==> src/rtl/uart_rx.sv <==
// Oversampling UART receiver: 2-flop synchronizer, majority-vote bit decision,
// optional parity, one-cycle DATA_VALID / PAR_ERR / STP_ERR pulses.
//
// state     | meaning
// ----------+-------------------------------------------------------------
// ST_IDLE   | line idle, waiting for a falling edge on the synchronized line
// ST_START  | start bit; a decision of 1 means a glitch, so drop back to idle
// ST_DATA   | eight data bits, LSB first, one decision per bit
// ST_PARITY | parity bit, mismatch remembered until the stop decision
// ST_STOP   | stop bit; the decision ends the frame and posts the flags
module uart_rx #(
   parameter int DATA_W     = 8,
   parameter int PRESCALE_W = 5
) (
   input  logic                  clk,
   input  logic                  reset,
   input  logic                  RX_IN,
   input  logic [PRESCALE_W-1:0] PRESCALE,
   input  logic                  PAR_EN,
   input  logic                  PAR_TYP,
   output logic [DATA_W-1:0]     P_DATA,
   output logic                  DATA_VALID,
   output logic                  PAR_ERR,
   output logic                  STP_ERR,
   output logic                  RX_BUSY
);

   typedef enum logic [2:0] {
      ST_IDLE,
      ST_START,
      ST_DATA,
      ST_PARITY,
      ST_STOP
   } state_t;

   localparam logic [PRESCALE_W-1:0] ONE      = PRESCALE_W'(1);
   localparam logic [2:0]            LAST_BIT = 3'(DATA_W - 1);

   state_t                  r_state;
   logic [1:0]              r_sync;
   logic                    r_prev;
   logic [PRESCALE_W-1:0]   r_edge_cnt;
   logic [2:0]              r_bit_cnt;
   logic [DATA_W-1:0]       r_shift;
   logic                    r_smp0;
   logic                    r_smp1;
   logic                    r_pen;
   logic                    r_ptyp;
   logic                    r_perr;

   logic                    w_rx_s;
   logic [PRESCALE_W-1:0]   w_half;
   logic [PRESCALE_W-1:0]   w_half_m1;
   logic [PRESCALE_W-1:0]   w_half_p1;
   logic [PRESCALE_W-1:0]   w_last;
   logic                    w_decide;
   logic                    w_end;
   logic                    w_bit;
   logic                    w_par_exp;

   assign w_rx_s    = r_sync[1];
   assign w_half    = PRESCALE >> 1;
   assign w_half_m1 = w_half - ONE;
   assign w_half_p1 = w_half + ONE;
   assign w_last    = PRESCALE - ONE;
   assign w_decide  = (r_edge_cnt == w_half_p1);
   assign w_end     = (r_edge_cnt == w_last);
   // third sample is taken live in the decision cycle
   assign w_bit     = (r_smp0 & r_smp1) | (r_smp0 & w_rx_s) | (r_smp1 & w_rx_s);
   assign w_par_exp = r_ptyp ? (^r_shift) : (~^r_shift);
   assign RX_BUSY   = (r_state != ST_IDLE);

   always_ff @(posedge clk or negedge reset) begin
      if (!reset) begin
         r_sync <= 2'b11;
         r_prev <= 1'b1;
      end else begin
         r_sync <= {r_sync[0], RX_IN};
         r_prev <= w_rx_s;
      end
   end

   always_ff @(posedge clk or negedge reset) begin
      if (!reset) begin
         r_state    <= ST_IDLE;
         r_edge_cnt <= '0;
         r_bit_cnt  <= '0;
         r_shift    <= '0;
         r_smp0     <= 1'b1;
         r_smp1     <= 1'b1;
         r_pen      <= 1'b0;
         r_ptyp     <= 1'b0;
         r_perr     <= 1'b0;
         P_DATA     <= '0;
         DATA_VALID <= 1'b0;
         PAR_ERR    <= 1'b0;
         STP_ERR    <= 1'b0;
      end else begin
         DATA_VALID <= 1'b0;
         PAR_ERR    <= 1'b0;
         STP_ERR    <= 1'b0;

         if (r_state != ST_IDLE) begin
            if (r_edge_cnt == w_half_m1) r_smp0 <= w_rx_s;
            if (r_edge_cnt == w_half)    r_smp1 <= w_rx_s;
         end

         case (r_state)
            ST_IDLE: begin
               // the falling-edge cycle itself is sample 0 of the start bit
               if (r_prev && !w_rx_s) begin
                  r_state    <= ST_START;
                  r_edge_cnt <= ONE;
                  r_pen      <= PAR_EN;
                  r_ptyp     <= PAR_TYP;
                  r_perr     <= 1'b0;
               end
            end

            ST_START: begin
               if (w_decide && w_bit) begin
                  r_state    <= ST_IDLE;
                  r_edge_cnt <= '0;
               end else if (w_end) begin
                  r_state    <= ST_DATA;
                  r_edge_cnt <= '0;
                  r_bit_cnt  <= '0;
               end else begin
                  r_edge_cnt <= r_edge_cnt + ONE;
               end
            end

            ST_DATA: begin
               if (w_decide) r_shift[r_bit_cnt] <= w_bit;
               if (w_end) begin
                  r_edge_cnt <= '0;
                  if (r_bit_cnt == LAST_BIT) begin
                     r_bit_cnt <= '0;
                     r_state   <= r_pen ? ST_PARITY : ST_STOP;
                  end else begin
                     r_bit_cnt <= r_bit_cnt + 3'd1;
                  end
               end else begin
                  r_edge_cnt <= r_edge_cnt + ONE;
               end
            end

            ST_PARITY: begin
               if (w_decide) r_perr <= (w_bit != w_par_exp);
               if (w_end) begin
                  r_state    <= ST_STOP;
                  r_edge_cnt <= '0;
               end else begin
                  r_edge_cnt <= r_edge_cnt + ONE;
               end
            end

            ST_STOP: begin
               // leave before the bit ends so back-to-back starts are not missed
               if (w_decide) begin
                  r_state    <= ST_IDLE;
                  r_edge_cnt <= '0;
                  if (!w_bit) begin
                     STP_ERR <= 1'b1;
                     PAR_ERR <= r_perr;
                  end else if (r_perr) begin
                     PAR_ERR <= 1'b1;
                  end else begin
                     P_DATA     <= r_shift;
                     DATA_VALID <= 1'b1;
                  end
               end else begin
                  r_edge_cnt <= r_edge_cnt + ONE;
               end
            end

            default: begin
               r_state    <= ST_IDLE;
               r_edge_cnt <= '0;
            end
         endcase
      end
   end

endmodule
==> config.mk <==
export PLATFORM = sky130hd
export DESIGN_NAME = uart_rx
export DESIGN_NICKNAME = d
export VERILOG_FILES = /design/src/rtl/uart_rx.sv
export SDC_FILE = /design/constraint.sdc
export NUM_CORES = 1
export LEC_CHECK = 0
export CORE_ASPECT_RATIO = 0.8
export CORE_MARGIN = 1
export CORE_UTILIZATION = 60
export CTS_CLUSTER_DIAMETER = 30
export DETAILED_ROUTE_END_ITERATION = 6
export GPL_ROUTABILITY_DRIVEN = 0
export HOLD_SLACK_MARGIN = 0.12
export PLACE_DENSITY = 0.92
export SKIP_LAST_GASP = 1
export SLEW_MARGIN = 20
export SYNTH_ARGS = -nofsm -noshare
export SYNTH_HDL_FRONTEND = slang
export SYNTH_SLANG_ARGS = --single-unit
==> constraint.sdc <==
create_clock -name clk -period 4.3 [get_ports clk]
set_input_delay 0.43 -clock clk [delete_from_list [all_inputs] [get_ports clk]]
set_output_delay 0.43 -clock clk [all_outputs]
set_load 0.01 [all_outputs]
==> results.json <==
{
  "grt_max_degree": 39,
  "maxSlewViolCount": 0,
  "io_buffers": 21,
  "initial_utilization_pct": 63.1,
  "r2r-start": "r_edge_cnt[2]",
  "hold_viol_final": 0,
  "synth-compound-area-share_pct": 10.6,
  "outcome": "complete, no violations",
  "powerDensity_nw_per_um2": 566,
  "core_sq_um": 3470,
  "layout-drive-gt1-share_pct": 16.9,
  "syn_to_final_growth_pct": 16.1,
  "drtIter0Drc": 201,
  "maxCapViolCount": 0,
  "end_kind": "flip-flop",
  "clock_latency_ns": 0.29,
  "max_freq_mhz": 319,
  "setup_viol": 0,
  "synth-edff-count": 0,
  "track_usage_pct": 25.1,
  "synthAdderAreaFrac_pct": 4.46,
  "fp.dieH_um": 56.0,
  "wl_per_cell_um": 16.3,
  "ys_warn_count": 0,
  "h-tree-depth": 2,
  "worst_pin_slew_ns": 0.819,
  "max-vdd-ir-drop_mv": 0.363,
  "crit_end": "P_DATA[7]",
  "cts-root-buf": "clkbuf_8",
  "rows": 19,
  "grt_overflow": 0,
  "synth.avg_cell_area_sq_um": 10.6,
  "synth_xor_area_share_pct": 9.54,
  "antenna_found_initial": 0,
  "setup_tns_ns": 0,
  "synth.largest_area_cell": "dfrtp_1",
  "period_share_pct": 72.9,
  "path_max_fanout": 9,
  "drt-pass1-iter-count": 4,
  "reg2reg_depth": 6,
  "io-pin-count": 22,
  "ys_top_cells_by_area": "dfrtp_1 (38%), mux2_2 (9.3%), dfstp_2 (6.0%), xnor2_1 (5.6%), ha_1 (4.0%)",
  "critPathKind": "in -> reg",
  "ant_nets": 0,
  "syn_inst": 207,
  "synthSimpleGateAreaFrac_pct": 17.1,
  "crit_start": "PRESCALE[2]",
  "yosysSeqAreaShare_pct": 43.7,
  "grt_pass1_wl_mm": 7.56,
  "viasPerCell": 5.84,
  "route.vias.total": 1559,
  "rsz0062_at_grt": "false",
  "netlist_area_sq_um": 2190,
  "synth-main-ff-cell": "dfrtp_1",
  "cts_tree": "built",
  "num-fill-cells": 235,
  "p_leak_nw": 1.11,
  "arrival_ns": 3.31,
  "post-route-drc-count": 0,
  "rrSetupSlack_ns": 1.73,
  "crit_path_start_kind": "input port",
  "nets": 241,
  "die_w_um": 69.5,
  "synth_cell_types": 51,
  "required_ns": 4.48,
  "r2r-end": "P_DATA[7]",
  "finalClockSkew_ns": 0.00655,
  "postCtsSetupBuffers": 0,
  "synth.net_count": 224,
  "ys_ff_latch": 38,
  "grt_pass1_vias": 1576,
  "holdBufCountCts": 0,
  "ys_async_sr_fraction_pct": 100,
  "finalCriticalPeriod_ns": 3.13,
  "cts.sinks": 38,
  "antenna_cells": 0,
  "slew_headroom_pct": 45.4,
  "hold_class": "in -> async",
  "die_area_sq_um": 3900,
  "final_common_cell": "dfrtp_1",
  "postCtsResizedCells": 0,
  "synth_top_family_by_area": "simple AND/OR/NAND/NOR gates",
  "clk_pin_slew_ns": 0.07,
  "yosys.area.top_type_share_pct": 37.7,
  "dp_hpwl_mm": 3.04,
  "routed_wl_mm": 4.36,
  "muxShareOfSynthArea_pct": 11.3,
  "cts_buffers": 5,
  "clk_path_buf_depth": 2,
  "mostFrequentLayoutCells": "dfrtp_1 (33), clkdlybuf4s50_1 (20), nand2_1 (18), mux2_2 (18)",
  "hold_slack_ns": 0.228
}
==> layer usage <==
layer | track usage [%] | wire [um]
met5 | 0 | 0
met4 | 9.33 | 110
met3 | 5.25 | 257
met2 | 38.6 | 1980
met1 | 35.3 | 2020
==> registers in the layout, indices dropped and copies added, names as in the netlist <==
register,count
PAR_ERR,1
STP_ERR,1
r_smp0,1
r_bit_cnt,3
r_pen,1
r_edge_cnt,5
r_ptyp,1
r_smp1,1
r_perr,1
DATA_VALID,1
P_DATA,8
r_sync,2
r_state,3
r_prev,1
r_shift,8
==> critical path, stage by stage <==
cell	delay [ns]
clkdlybuf4s50_1	0.64
inv_1	0.10
ha_1	0.29
xor2_1	0.16
or3_1	0.41
a211oi_4	0.37
nand3_2	0.20
nor2_4	0.31
mux2_2	0.38
==> layout make-up <==
cell class / count / area (sq um) / share of cell area, %
Tap cell: 42 / 52.6 / 2.07
Clock buffer: 6 / 82.6 / 3.25
Multi-Input combinational cell: 152 / 1160 / 45.7
Sequential cell: 38 / 957 / 37.7
Inverter: 6 / 22.5 / 0.886
Timing Repair Buffer: 21 / 205 / 8.07
Clock inverter: 2 / 60.1 / 2.36
==> synthesized netlist by cell type (2+ instances only) <==
cell type / instances
clkbuf_1: 5
o211ai_1: 3
dfrtp_1: 33
or3_1: 2
a21boi_0: 2
a22o_1: 3
nor2b_1: 8
mux2_1: 3
xnor2_1: 14
nand3_1: 4
buf_2: 5
o21ai_0: 6
nor3b_1: 4
nor3_1: 4
xor2_1: 8
nand2_1: 18
ha_1: 7
dfstp_2: 5
nand2b_1: 2
nand3b_1: 3
inv_1: 6
a21oi_1: 2
a31oi_1: 2
nor2_1: 14
mux2_2: 18
==> report_power, final <==
| group | internal [W] | switching [W] | leakage, nW | total [W] |
|---|---|---|---|---|
| registers | 0.000439 | 0.000125 | 0.498 | 0.000563 |
| logic | 0.000233 | 0.000267 | 0.543 | 0.000500 |
| clock network | 0.000247 | 0.000128 | 0.0714 | 0.000375 |
| total | 0.000920 | 0.000520 | 1.11 | 0.00144 |
==> worst min-delay path by stage <==
stage,startpoint,to
after floorplan,reset,DATA_VALID
after global placement,r_sync[0],r_sync[1]
after detailed placement,r_sync[0],r_sync[1]
after CTS,reset,r_perr
after global routing,reset,P_DATA[6]
final,reset,P_DATA[4]
==> through the flow <==
stage / cells / instance area [sq um] / power [W] / util [%] / setup WS [ns]
5_1_grt: 267 / 2540 / 0.00151 / 73.2 / 0.986
3_3_place_gp: 259 / 2400 / 0.00103 / 69.1 / 0.960
3_5_place_dp: 259 / 2400 / 0.00105 / 69.1 / 0.888
2_1_floorplan: 207 / 2190 / 0.000937 / - / 1.66
6_report: 267 / 2540 / 0.00144 / 73.2 / 1.17
4_1_cts: 267 / 2540 / 0.00143 / 73.2 / 1.18
==> cells by family (layout without fill, tap and decap cells) <==
logic type,Yosys count,after routing
and+or+nand+nor,70,70
DFF,38,38
AOI/OAI and AO/OA,29,29
xor gates and xnor gates,23,23
muxes,22,22
buffers and inverters,17,35
adders and majority gates,8,8
Power figures use the tool's default switching activity.
